**src/rtl/regfile_wb_arbiter_if.sv**
```systemverilog
// Write-back bus between the two requesters (ALU, MEM), the arbiter, and the
// register-file write port / issue logic.
//   master : requester / consumer side (drives VALID/ADDR/DATA, sees READY and RF outputs)
//   slave  : arbiter side
interface regfile_wb_arbiter_if;
   logic        ALU_VALID;
   logic [4:0]  ALU_ADDR;
   logic [31:0] ALU_DATA;
   logic        ALU_READY;
   logic        MEM_VALID;
   logic [4:0]  MEM_ADDR;
   logic [31:0] MEM_DATA;
   logic        MEM_READY;
   logic        RF_WE;
   logic [4:0]  RF_A3;
   logic [31:0] RF_WD;
   logic [31:0] BUSY_MASK;
   logic        GRANT_MEM;

   modport master (
      output ALU_VALID, ALU_ADDR, ALU_DATA,
      output MEM_VALID, MEM_ADDR, MEM_DATA,
      input  ALU_READY, MEM_READY,
      input  RF_WE, RF_A3, RF_WD, BUSY_MASK, GRANT_MEM
   );

   modport slave (
      input  ALU_VALID, ALU_ADDR, ALU_DATA,
      input  MEM_VALID, MEM_ADDR, MEM_DATA,
      output ALU_READY, MEM_READY,
      output RF_WE, RF_A3, RF_WD, BUSY_MASK, GRANT_MEM
   );
endinterface

```
**src/rtl/regfile_wb_arbiter.sv**
```systemverilog
// Write-back arbiter for the single register-file write port.
// Two requesters (ALU results, memory loads) each own a one-entry holding slot
// with a valid/ready handshake. One slot is granted per cycle; the granted entry
// moves into a registered output stage driving RF_WE/RF_A3/RF_WD.
// Ports:
//   CLOCK    : system clock, rising edge
//   RESET_N  : asynchronous active-low reset
//   wb       : slave side of regfile_wb_arbiter_if
//              ALU_*/MEM_* requests and READY, RF_WE/RF_A3/RF_WD write port,
//              BUSY_MASK pending-write mask, GRANT_MEM source of current write
module regfile_wb_arbiter #(
   parameter int unsigned PRIO_MODE        = 0, // 0 round-robin, 1 MEM over ALU
   parameter int unsigned ALU_FIRST_ON_TIE = 1  // ALU older on simultaneous load
) (
   input logic                 CLOCK,
   input logic                 RESET_N,
   regfile_wb_arbiter_if.slave wb
);

   logic        alu_full_q, alu_full_d;
   logic [4:0]  alu_addr_q;
   logic [31:0] alu_data_q;
   logic        mem_full_q, mem_full_d;
   logic [4:0]  mem_addr_q;
   logic [31:0] mem_data_q;
   logic        mem_older_q, mem_older_d; // 1: MEM slot was loaded before ALU slot
   logic        rr_mem_q, rr_mem_d;       // 1: MEM is next in round-robin
   logic        rf_we_q, rf_we_d;
   logic [4:0]  rf_a3_q;
   logic [31:0] rf_wd_q;
   logic        grant_mem_q;

   logic        gnt_alu, gnt_mem;
   logic        alu_load, mem_load;
   logic        both_full, same_addr;
   logic [4:0]  gnt_addr;
   logic [31:0] gnt_data;
   logic [31:0] busy_mask;

   assign both_full = alu_full_q & mem_full_q;
   assign same_addr = (alu_addr_q == mem_addr_q);

   // Grant from registered slot state only, so READY never depends on VALID.
   always_comb begin
      gnt_alu = 1'b0;
      gnt_mem = 1'b0;
      if (both_full) begin
         if (same_addr) begin
            // Same destination: keep program order regardless of mode.
            gnt_mem = mem_older_q;
         end else if (PRIO_MODE != 0) begin
            gnt_mem = 1'b1;
         end else begin
            gnt_mem = rr_mem_q;
         end
         gnt_alu = ~gnt_mem;
      end else begin
         gnt_alu = alu_full_q;
         gnt_mem = mem_full_q;
      end
   end

   // A granted slot drains this edge, so it may refill in the same cycle.
   assign wb.ALU_READY = ~alu_full_q | gnt_alu;
   assign wb.MEM_READY = ~mem_full_q | gnt_mem;
   assign alu_load     = wb.ALU_VALID & wb.ALU_READY;
   assign mem_load     = wb.MEM_VALID & wb.MEM_READY;

   assign gnt_addr = gnt_mem ? mem_addr_q : alu_addr_q;
   assign gnt_data = gnt_mem ? mem_data_q : alu_data_q;

   always_comb begin
      alu_full_d  = alu_load | (alu_full_q & ~gnt_alu);
      mem_full_d  = mem_load | (mem_full_q & ~gnt_mem);
      mem_older_d = mem_older_q;
      if (alu_load && mem_load) begin
         mem_older_d = (ALU_FIRST_ON_TIE == 0);
      end else if (alu_load) begin
         // New ALU entry is younger than any MEM entry that stays.
         mem_older_d = mem_full_q & ~gnt_mem;
      end else if (mem_load) begin
         mem_older_d = ~(alu_full_q & ~gnt_alu);
      end
      // Pointer only moves on contended grants, pointing away from the winner.
      rr_mem_d = both_full ? gnt_alu : rr_mem_q;
      // Writes to r0 are dropped here but still free their slot.
      rf_we_d  = (gnt_alu | gnt_mem) & (gnt_addr != 5'd0);
   end

   always_ff @(posedge CLOCK or negedge RESET_N) begin
      if (!RESET_N) begin
         alu_full_q  <= 1'b0;
         alu_addr_q  <= '0;
         alu_data_q  <= '0;
         mem_full_q  <= 1'b0;
         mem_addr_q  <= '0;
         mem_data_q  <= '0;
         mem_older_q <= 1'b0;
         rr_mem_q    <= 1'b0;
         rf_we_q     <= 1'b0;
         rf_a3_q     <= '0;
         rf_wd_q     <= '0;
         grant_mem_q <= 1'b0;
      end else begin
         alu_full_q  <= alu_full_d;
         mem_full_q  <= mem_full_d;
         mem_older_q <= mem_older_d;
         rr_mem_q    <= rr_mem_d;
         rf_we_q     <= rf_we_d;
         if (alu_load) begin
            alu_addr_q <= wb.ALU_ADDR;
            alu_data_q <= wb.ALU_DATA;
         end
         if (mem_load) begin
            mem_addr_q <= wb.MEM_ADDR;
            mem_data_q <= wb.MEM_DATA;
         end
         if (rf_we_d) begin
            rf_a3_q     <= gnt_addr;
            rf_wd_q     <= gnt_data;
            grant_mem_q <= gnt_mem;
         end
      end
   end

   always_comb begin
      busy_mask = '0;
      if (alu_full_q) busy_mask[alu_addr_q] = 1'b1;
      if (mem_full_q) busy_mask[mem_addr_q] = 1'b1;
      if (rf_we_q)    busy_mask[rf_a3_q]    = 1'b1;
      busy_mask[0] = 1'b0;
   end

   assign wb.RF_WE     = rf_we_q;
   assign wb.RF_A3     = rf_a3_q;
   assign wb.RF_WD     = rf_wd_q;
   assign wb.GRANT_MEM = grant_mem_q;
   assign wb.BUSY_MASK = busy_mask;

endmodule

```
**src/flat_wrapper.sv**
```systemverilog
// flat-port wrapper written by rule: the top's interface ports become plain ports
module regfile_wb_arbiter_flat 
#(
   parameter int unsigned PRIO_MODE        = 0,                                 
   parameter int unsigned ALU_FIRST_ON_TIE = 1                                   
)
  (CLOCK, RESET_N, wb_ALU_VALID, wb_ALU_ADDR, wb_ALU_DATA, wb_MEM_VALID, wb_MEM_ADDR, wb_MEM_DATA, wb_ALU_READY, wb_MEM_READY, wb_RF_WE, wb_RF_A3, wb_RF_WD, wb_BUSY_MASK, wb_GRANT_MEM);
  regfile_wb_arbiter_if wb_i ();
  input logic CLOCK;
  input logic RESET_N;
  input wire logic [$bits(wb_i.ALU_VALID)-1:0] wb_ALU_VALID;
  input wire logic [$bits(wb_i.ALU_ADDR)-1:0] wb_ALU_ADDR;
  input wire logic [$bits(wb_i.ALU_DATA)-1:0] wb_ALU_DATA;
  input wire logic [$bits(wb_i.MEM_VALID)-1:0] wb_MEM_VALID;
  input wire logic [$bits(wb_i.MEM_ADDR)-1:0] wb_MEM_ADDR;
  input wire logic [$bits(wb_i.MEM_DATA)-1:0] wb_MEM_DATA;
  output wire logic [$bits(wb_i.ALU_READY)-1:0] wb_ALU_READY;
  output wire logic [$bits(wb_i.MEM_READY)-1:0] wb_MEM_READY;
  output wire logic [$bits(wb_i.RF_WE)-1:0] wb_RF_WE;
  output wire logic [$bits(wb_i.RF_A3)-1:0] wb_RF_A3;
  output wire logic [$bits(wb_i.RF_WD)-1:0] wb_RF_WD;
  output wire logic [$bits(wb_i.BUSY_MASK)-1:0] wb_BUSY_MASK;
  output wire logic [$bits(wb_i.GRANT_MEM)-1:0] wb_GRANT_MEM;
  assign wb_i.ALU_VALID = wb_ALU_VALID;
  assign wb_i.ALU_ADDR = wb_ALU_ADDR;
  assign wb_i.ALU_DATA = wb_ALU_DATA;
  assign wb_i.MEM_VALID = wb_MEM_VALID;
  assign wb_i.MEM_ADDR = wb_MEM_ADDR;
  assign wb_i.MEM_DATA = wb_MEM_DATA;
  assign wb_ALU_READY = wb_i.ALU_READY;
  assign wb_MEM_READY = wb_i.MEM_READY;
  assign wb_RF_WE = wb_i.RF_WE;
  assign wb_RF_A3 = wb_i.RF_A3;
  assign wb_RF_WD = wb_i.RF_WD;
  assign wb_BUSY_MASK = wb_i.BUSY_MASK;
  assign wb_GRANT_MEM = wb_i.GRANT_MEM;
  regfile_wb_arbiter #(.PRIO_MODE(PRIO_MODE), .ALU_FIRST_ON_TIE(ALU_FIRST_ON_TIE)) u_core (.CLOCK(CLOCK), .RESET_N(RESET_N), .wb(wb_i));
endmodule
```
**config.mk**
```make
export PLATFORM = sky130hd
export DESIGN_NAME = regfile_wb_arbiter_flat
export DESIGN_NICKNAME = d
export VERILOG_FILES = /design/src/rtl/regfile_wb_arbiter_if.sv /design/src/rtl/regfile_wb_arbiter.sv /design/src/flat_wrapper.sv
export SDC_FILE = /design/constraint.sdc
export NUM_CORES = 1
export LEC_CHECK = 0
export ABC_AREA = 1
export ABC_CLOCK_PERIOD_IN_PS = 2000
export CORE_MARGIN = 8
export CORE_UTILIZATION = 44
export DETAILED_ROUTE_END_ITERATION = 16
export PLACE_DENSITY = 0.76
export SLEW_MARGIN = 30
export SYNTH_ARGS = -nofsm -noshare
export SYNTH_HDL_FRONTEND = slang
export SYNTH_SLANG_ARGS = --single-unit
```
**constraint.sdc**
```tcl
create_clock -name CLOCK -period 2 [get_ports CLOCK]
set_input_delay 0.6 -clock CLOCK [delete_from_list [all_inputs] [get_ports CLOCK]]
set_output_delay 0.6 -clock CLOCK [all_outputs]
set_load 0.02 [all_outputs]
```
==> flow_metrics.tcl <==
set metrics [dict create \
    status "finished, violations left" \
    violations "negative setup slack" \
    grt_max_degree 78 \
    num_vias 6297 \
    drv_cap 0 \
    place.gp.congestion 0.921 \
    peakVddDrop_v 0.000879 \
    min_period_ns 2.39 \
    fp.dieH_um 131 \
    die-area_mm2 0.0170 \
    synth.avg_cell_area_um2 8.03 \
    p_leak_nw 5.33 \
    root_buffer "clkbuf_16" \
    seq_area_frac_synth 0.507 \
    dp_slack_ns -0.322 \
    ys_ff_latch 117 \
    multi_input_area_mm2 0.00338 \
    fin_crit_sh 1.19 \
    pin_count 151 \
    synth_edf_count 0 \
    fin_ws_ns -0.389 \
    p_seq_frac 0.255 \
    dp_hpwl_mm 12.5 \
    syn_area_mm2 0.00578 \
    area.sequential_mm2 0.00294 \
    grt_pass1_vias 6018 \
    share_comb_of_total_power 0.569 \
    instances_no_fill 1163 \
    finalClockSkew_ns 0.0104 \
    final.fill_count 819 \
    synth.most_common_cell "nand2_1" \
    drt_wl_total_mm 22.2 \
    hold_viol 0 \
    synthCells 719 \
    antenna_found_initial 0 \
    yosys.area.top_type_share 0.507 \
    worst_pin_slew_ns 0.822 \
    start_util 0.443 \
    clkPwrFrac 0.176 \
    grt_pass1_wl_mm 29.5 \
    cts_hold_buf 0 \
    finalSetupViolations 109 \
    internal-power_mw 9.69 \
    yosysUniqueCellTypes 23 \
    htree_levels 4 \
    drt-wirelength-per-cell_um 19.1 \
    cts_tree "done" \
    dpl.cell_count 1101 \
    required_ns 2.34 \
    place.port_buffers 149 \
    synthTopCellsByCount "233 x nand2_1, 117 x dfrtp_1, 76 x nand3_1, 59 x inv_1, 47 x nor2_1" \
    whs_ns 0.164 \
    drt_iter0_markers 386 \
    finalNetCount 1053 \
    synth_top_area_cell "dfrtp_1" \
    viasPerCell 5.41 \
    core_area_mm2 0.0130 \
    syn_nets 797 \
    cp.arrival_ns 2.73 \
    max_freq_mhz 419 \
    grt_usage 0.223 \
    ys_warn_count 0 \
    async_reset_ff_frac 1.00 \
    cts.sinks 117 \
    critPathCaptureType "flip-flop" \
    num_rows 42 \
    maxSlewHeadroom 0.451 \
    clk_pin_slew_ns 0.06 \
    overflow 0 \
    syn_to_final_growth_pct 77.2 \
    critical_path_class "flip-flop to flip-flop" \
    synth_top_flop_cell "dfrtp_1" \
    die_w_um 131 \
    hold_class "primary input to asynchronous set/reset pin" \
    start_kind "flip-flop" \
    numCtsBuffers 17 \
    drcViolationCount 0 \
    grt_setup_unrepaired "true" \
    cp_max_fo 8 \
    firstDrtPassIters 5 \
    clock_latency_ns 0.41 \
    swShare 0.418 \
    power.switching_mw 6.97 \
    ant_nets 0 \
    finalMaxSlewViolations 0 \
    clockBufferDepth 2 \
    drive_gt1_frac 0.407 \
    synth_area_leaders "dfrtp_1 51%, nand2_1 15%, nand3_1 6.6%" \
    powerDensity_mw_per_mm2 1630 \
]
==> critical path: stages (launching register included) <==
cell	delay, ns
dfrtp_1	0.41
inv_2	0.09
nand2_1	0.09
nand2_1	0.07
nor2_2	0.12
nand3_1	0.11
nand2_2	0.10
nand3_4	0.10
buf_8	0.17
buf_6	0.12
nand3_2	0.07
nand2_2	0.08
inv_2	0.07
nand2_4	0.08
o21bai_4	0.19
buf_12	0.16
clkbuf_16	0.17
nand2_1	0.06
nand2_1	0.06
==> cell families after synthesis <==
| family | count (synthesis) | share of synthesized area |
|---|---|---|
| buffers and inverters | 93 | 0.0719 |
| other | 1 | 0.000649 |
| flip-flops | 117 | 0.507 |
| XOR/XNOR | 1 | 0.00152 |
| AND/OR/NAND/NOR | 397 | 0.286 |
| multiplexers | 32 | 0.0624 |
| AO/OA/AOI/OAI | 78 | 0.0704 |
==> layout make-up <==
class / instances / share of cell area
multi-input combinational: 509 / 0.331
sequential: 117 / 0.287
timing repair buffer: 268 / 0.282
clock buffer: 21 / 0.0450
inverter: 62 / 0.0232
tap: 176 / 0.0215
clock inverter: 9 / 0.0103
antenna: 1 / 0.000244
==> stage by stage <==
stage | TNS (ns) | util | area [um^2] | total power, mW
after global routing | -37.86 | 0.785 | 10200 | 17.5
after global placement | -18.42 | 0.622 | 8100 | 11.1
after floorplan | 0 | - | 5790 | 7.85
after detailed placement | -20.32 | 0.622 | 8100 | 11.2
after CTS | -12.43 | 0.699 | 9110 | 14.7
final | -26.56 | 0.785 | 10200 | 16.7
==> timing repair <==
item / in CTS / in global routing
cloned: 2 / 7
setup buffers: 6 / 19
pin swaps: 11 / 43
gates resized for setup: 293 / 254
setup endpoints to repair: 89 / 150
==> power groups by stage <==
stage	clock network, mW	registers [mW]	logic, mW
floorplan	0	4.46	3.39
global placement	0	4.03	7.03
detailed placement	0	4.06	7.16
CTS	2.93	4.06	7.70
global route	3.07	4.35	10.1
finish	2.93	4.24	9.48
==> flip-flops by register name, summed over array words and instances, names as in the netlist, 5 cells and up <==
signal	count
u_core.alu_data_q	32
u_core.mem_data_q	32
u_core.wb.RF_A3	5
u_core.alu_addr_q	5
u_core.mem_addr_q	5
u_core.wb.RF_WD	32
==> worst paths after layout <==
kind	start	endpoint	slack [ns]	depth (start not counted)
worst max-delay path	u_core.alu_addr_q[0]	u_core.wb.RF_WD[4]	-0.39	18
worst min-delay path	RESET_N	u_core.alu_data_q[14]	0.16	2
worst max register to register	u_core.alu_addr_q[0]	u_core.wb.RF_WD[4]	-0.39	18
worst min register to register	u_core.wb.RF_WD[23]	u_core.wb.RF_WD[23]	0.47	2
max in group asynchronous	RESET_N	u_core.mem_addr_q[4]	1.41	2
min in group CLOCK	u_core.wb.RF_WD[23]	u_core.wb.RF_WD[23]	0.47	2
==> cells in the final DEF (no fill, tap or decap), types with 14 or more instances in the layout <==
| cell | netlist | routed |
|---|---|---|
| a21oi_1 | 42 | 40 |
| dlymetal6s2s_1 | 0 | 18 |
| o21ai_0 | 34 | 23 |
| dfrtp_1 | 117 | 110 |
| clkbuf_16 | 0 | 24 |
| buf_4 | 6 | 62 |
| buf_6 | 2 | 69 |
| nand3_1 | 76 | 42 |
| dlygate4sd2_1 | 0 | 17 |
| clkdlybuf4s50_1 | 0 | 80 |
| nand2_2 | 4 | 60 |
| nor2_1 | 47 | 42 |
| inv_2 | 3 | 17 |
| nand2_4 | 0 | 27 |
| nor3_4 | 0 | 14 |
| mux2_4 | 0 | 29 |
| nand3_2 | 2 | 33 |
| inv_1 | 59 | 43 |
| nand2_1 | 233 | 147 |
==> layer usage <==
metal  share of wire  track usage  wire (um)  vias up
met5               0            0          0        -
met4           0.036        0.109        796        0
met3           0.066       0.0528       1460       66
met2            0.51        0.378      11400      322
met1            0.38        0.261       8530     3074
li1                -            -          -     2835
No activity file was read; power rests on OpenSTA's default activity.
